File: config.mk
export PLATFORM = sky130hd
export DESIGN_NAME = td4_fetch_decode
export DESIGN_NICKNAME = d
export VERILOG_FILES = /design/src/rtl/td4_fetch_decode.sv
export SDC_FILE = /design/constraint.sdc
export NUM_CORES = 1
export LEC_CHECK = 0
export BUFFER_PORTS_ARGS = -buffer_cell sky130_fd_sc_hd__buf_2
export CORE_MARGIN = 3
export CORE_UTILIZATION = 29
export CTS_BUF_LIST = sky130_fd_sc_hd__clkbuf_8
export DETAILED_ROUTE_END_ITERATION = 10
export PLACE_DENSITY = 0.46
export SLEW_MARGIN = 10
export SYNTH_ARGS = -nofsm -noshare
export SYNTH_HDL_FRONTEND = slang
export SYNTH_SLANG_ARGS = --single-unit
File: constraint.sdc
create_clock -name clk -period 5.85 [get_ports clk]
set_input_delay 0.8775 -clock clk [delete_from_list [all_inputs] [get_ports clk]]
set_output_delay 0.8775 -clock clk [all_outputs]
set_load 0.005 [all_outputs]
File: src/rtl/td4_fetch_decode.sv
// rtl/td4_fetch_decode.sv - TD4 fetch/decode stage with writable program store and PROG/RUN/HALT control
// Optional: define TD4_SELF_JMP_HALT_EN to halt on a jump-to-self instruction.
module td4_fetch_decode #(
  parameter int ROM_DEPTH   = 16,
  parameter int RESET_STATE = 0
) (
  input  logic       clk,
  input  logic       rst,
  input  logic [3:0] pc_in,
  input  logic       carry_flag,
  input  logic       prog_we,
  input  logic [3:0] prog_addr,
  input  logic [7:0] prog_data,
  input  logic       run_start,
  input  logic       halt_req,
  output logic       pc_load,
  output logic [3:0] pc_imm,
  output logic [3:0] imm,
  output logic [1:0] src_sel,
  output logic       ld_a,
  output logic       ld_b,
  output logic       ld_out,
  output logic [1:0] state,
  output logic       illegal
);

  typedef enum logic [1:0] {
    S_PROG = 2'd0,
    S_RUN  = 2'd1,
    S_HALT = 2'd2
  } state_t;

  localparam logic [1:0] SRC_A    = 2'd0;
  localparam logic [1:0] SRC_B    = 2'd1;
  localparam logic [1:0] SRC_IN   = 2'd2;
  localparam logic [1:0] SRC_ZERO = 2'd3;

  state_t     st;
  logic [7:0] rom [ROM_DEPTH];
  logic [3:0] op;
  logic [3:0] im;
  logic       op_legal;

  assign op    = rom[pc_in][7:4];
  assign im    = rom[pc_in][3:0];
  assign state = st;

  // Program store is deliberately left out of reset so a program survives rst.
  always_ff @(posedge clk) begin
    if (st == S_PROG && prog_we) begin
      rom[prog_addr] <= prog_data;
    end
  end

`ifdef TD4_SELF_JMP_HALT_EN
  logic self_jmp;
  assign self_jmp = (op == 4'hF) && (im == pc_in);
`endif

  always_ff @(posedge clk) begin
    if (rst) begin
      st      <= (RESET_STATE != 0) ? S_RUN : S_PROG;
      illegal <= 1'b0;
    end else begin
      case (st)
        S_PROG: if (run_start) st <= S_RUN;
        S_RUN: begin
          if (!op_legal) illegal <= 1'b1;
          if (halt_req) st <= S_HALT;
`ifdef TD4_SELF_JMP_HALT_EN
          else if (self_jmp) st <= S_HALT;
`endif
        end
        S_HALT: if (run_start) st <= S_PROG;
        default: st <= S_PROG;
      endcase
    end
  end

  always_comb begin
    pc_load  = 1'b1;
    pc_imm   = 4'd0;
    imm      = 4'd0;
    src_sel  = SRC_ZERO;
    ld_a     = 1'b0;
    ld_b     = 1'b0;
    ld_out   = 1'b0;
    op_legal = 1'b1;
    case (st)
      S_RUN: begin
        pc_load = 1'b0;
        pc_imm  = im;
        imm     = im;
        case (op)
          4'b0000: begin src_sel = SRC_A;    ld_a   = 1'b1; end
          4'b0101: begin src_sel = SRC_B;    ld_b   = 1'b1; end
          4'b0011: begin src_sel = SRC_ZERO; ld_a   = 1'b1; end
          4'b0111: begin src_sel = SRC_ZERO; ld_b   = 1'b1; end
          4'b0001: begin src_sel = SRC_B;    ld_a   = 1'b1; imm = 4'd0; end
          4'b0100: begin src_sel = SRC_A;    ld_b   = 1'b1; imm = 4'd0; end
          4'b0010: begin src_sel = SRC_IN;   ld_a   = 1'b1; end
          4'b0110: begin src_sel = SRC_IN;   ld_b   = 1'b1; end
          4'b1001: begin src_sel = SRC_B;    ld_out = 1'b1; end
          4'b1011: begin src_sel = SRC_ZERO; ld_out = 1'b1; end
          4'b1111: pc_load = 1'b1;
          4'b1110: pc_load = ~carry_flag;
          default: op_legal = 1'b0;
        endcase
      end
      // HALT re-loads the current PC so it stays frozen.
      S_HALT: pc_imm = pc_in;
      default: ;
    endcase
  end

endmodule

==> run metrics <==
fin crit share=72.14%; Setup CP Type=in2out; Pins Over Slew Limit=0; worst hold stages=2; post-synth net total=297; cts repair resizes=0; Post-synth ARST share=0%; layout cells sized above 1=28.06%; GRT Util Overall=12.68%; CP peak stage delay=0.61 ns; main area contributors after synthesis=edfxtp_1, mux4_2, mux4_1, nor2_1, dfxtp_1; Final Hold Vio Count=0; First-pass DRT Iterations=4; R2R depth=5; leakage power=roughly 2.1 nW; clk_skew=0.006410 ns; Tightest Hold Check Type=reg2reg; Main synth FF type=edfxtp_1; max_slew headroom=18.22%; Cell Chain, Critical Path=buf_2 > buf_4 > mux4_2 > nand3_1 > and3_1 > xnor2_1 > a21oi_1 > buf_2; iteration-0 DRC count of the detailed router=178; number of global-route vias before repair=2884; Skew-Pair Late Insertion Delay=0.43 ns; post-synth cell types=36; highest clock rate=237.0 MHz; CP arrival=3.34 ns; worst ir drop on vdd=between 0.0001 and 0.00015 V; PortBufs=38; post-detail-place hpwl=7.941 mm; DIE AREA=0.02029 mm2; Inserted Diodes=0; Post-Route WL=12.21 mm; Post-Syn Instances=271; Seq/Total Area, Yosys=72.29%; antenna violations before repair=1; capture point of the worst reg-to-reg path=rom[1][0]; EDFF count, synth=between 100 and 150; Setup crit end kind=output pin; most frequent CP cell=buf_2; hold_sp=illegal; Via Count=2770; FF-to-FF Start=state[0]; PD cells=300.7 mW/mm2; reg2reg setup slack=3.37 ns; Slowest-stage cell, CP=buf_2; grt met1 use=17.31%; Nets=350; warnings from Yosys=0; root buffer cell=clkbuf_8; row cnt=49; CTS tree=built; RSZ-0062 raised after global routing=no; routed len/inst=~22 um; H-tree depth reported by CTS=4; crit path time final=4.220 ns; Setup-failing EPs final=0; largest net degree at the start of global routing=31; status=complete, no violations; Area growth, synth to finish=14.06%; clk sinks=131; Hold Crit Endpoint=illegal; I/O Pins=39; core outline area=0.01815 mm2; Die Height=between 100 and 150 um; met2 usage=18.67%; post-route antenna net violation count=0; first-pass GRT wire length=18.30 mm; mean area per synthesized cell=19.93 um2; Fin Setup TNS=0 ns; Clock Path Buffers=2; post-CTS setup buffer count=0; initial core utilization=29.76%; Worst Tran Pin Value=1.222 ns; CTS clk-pin slew, worst paths=0.07 ns; top-area cell type share of the netlist area=71.18%; worst-path maximum fanout=23; hold_buf cts=0; max-capacitance violation count=0; gpl congestion=0.7722; grt ovf=0; vias per cell=4.911; TritonCTS Buffers=17; Post-Syn Area=approximately 0.0054 mm2; chip width=roughly 140 um; total power=around 1.9 mW; flops & latches, synth=131; busiest grt layer=met2; CP startpoint kind=primary input; Synth area leader=edfxtp_1; DRC violations left=0; Req. time, crit path=4.97 ns; Filler Cell Count=1728; grt met3 use=3.226%
-- cells in the final DEF (no fill, tap or decap), types with 6 or more instances in the layout --
cell type and count:
mux4_2 20, nor2_1 19, edfxtp_1 128, inv_1 7
clkbuf_8 17, a21oi_1 6, buf_4 9, buf_2 38
nand2_1 16, mux4_1 16
-- where the power goes --
part | internal (mW) | switching (mW)
registers | 1.05 | 0.00540
logic | 0.0697 | 0.0995
clock network | 0.315 | 0.316
total | 1.43 | 0.421
-- metal layers --
| metal | up-vias | part of all wire [%] |
|---|---|---|
| met1 | 1415 | 44 |
| li1 | 1223 | - |
| met4 | 2 | 3.2 |
| met2 | 108 | 46 |
| met3 | 22 | 6.7 |
| met5 | - | 0.11 |
-- stage by stage --
stage | cell area [um2] | utilization [%] | worst slack, ns | cells | hold WS, ns
floorplan | 5400 | - | 2.577 | 271 | 0.4588
global placement | 5844 | 32.20 | 1.609 | 534 | 0.4525
detailed placement | 5844 | 32.20 | 1.574 | 534 | 0.4515
CTS | 6160 | 33.94 | 1.572 | 564 | 0.4781
global route | 6160 | 33.94 | 1.402 | 564 | 0.5043
finish | 6160 | 33.94 | 1.630 | 564 | 0.4792
-- logic make-up after synthesis --
kind of cell    after synthesis  synth area share, %
compound gates               21                2.804
xor+xnor                      1               0.1622
fa+ha+maj                     4               0.9268
buf+inv                      16                2.062
flops                       131                72.29
mux                          37                16.31
simple gates                 61                5.445
-- cell usage after synthesis (all sizes together) (2+ instances only) --
cell type / number
edfxtp: 128
buf: 9
dfxtp: 3
inv: 3
a22oi: 4
nor2: 19
nand2: 16
ha: 4
a21oi: 6
clkbuf: 4
and3: 3
nor3: 4
a21boi: 4
nand3: 7
nor2b: 4
o21ai: 2
mux4: 36
nand2b: 3
-- state kept, by name, summed over array words and instances, names as in the netlist --
signal	flops
illegal	1
rom	128
state	2
-- worst max-delay path by stage --
stage	startpoint	endpoint	cells past startpoint
floorplan	pc_in[0]	pc_imm[0]	7
global placement	pc_in[0]	pc_imm[1]	7
detailed placement	pc_in[0]	imm[3]	8
CTS	pc_in[0]	imm[3]	8
global route	pc_in[0]	imm[1]	8
finish	pc_in[0]	imm[3]	8
-- critical path: cells and delay by family --
kind / cells / cell delay (ns)
AOI/OAI and AO/OA: 1 / 0.12
muxes: 1 / 0.53
buffers and inverters: 3 / 1.13
and+or+nand+nor: 2 / 0.43
xor gates and xnor gates: 1 / 0.24
-- layout make-up --
| type | count | area, um2 | share of cell area, % |
|---|---|---|---|
| flip-flops and latches | 131 | 3904 | 63.38 |
| clock buffers | 17 | 234.0 | 3.798 |
| repair buffers | 47 | 257.7 | 4.184 |
| multi-input cells | 124 | 1385 | 22.49 |
| clock inverters | 13 | 81.33 | 1.320 |
| inverters | 3 | 11.26 | 0.1828 |
| well taps | 229 | 286.5 | 4.652 |
Note: power is estimated with default switching activity, not from simulation.
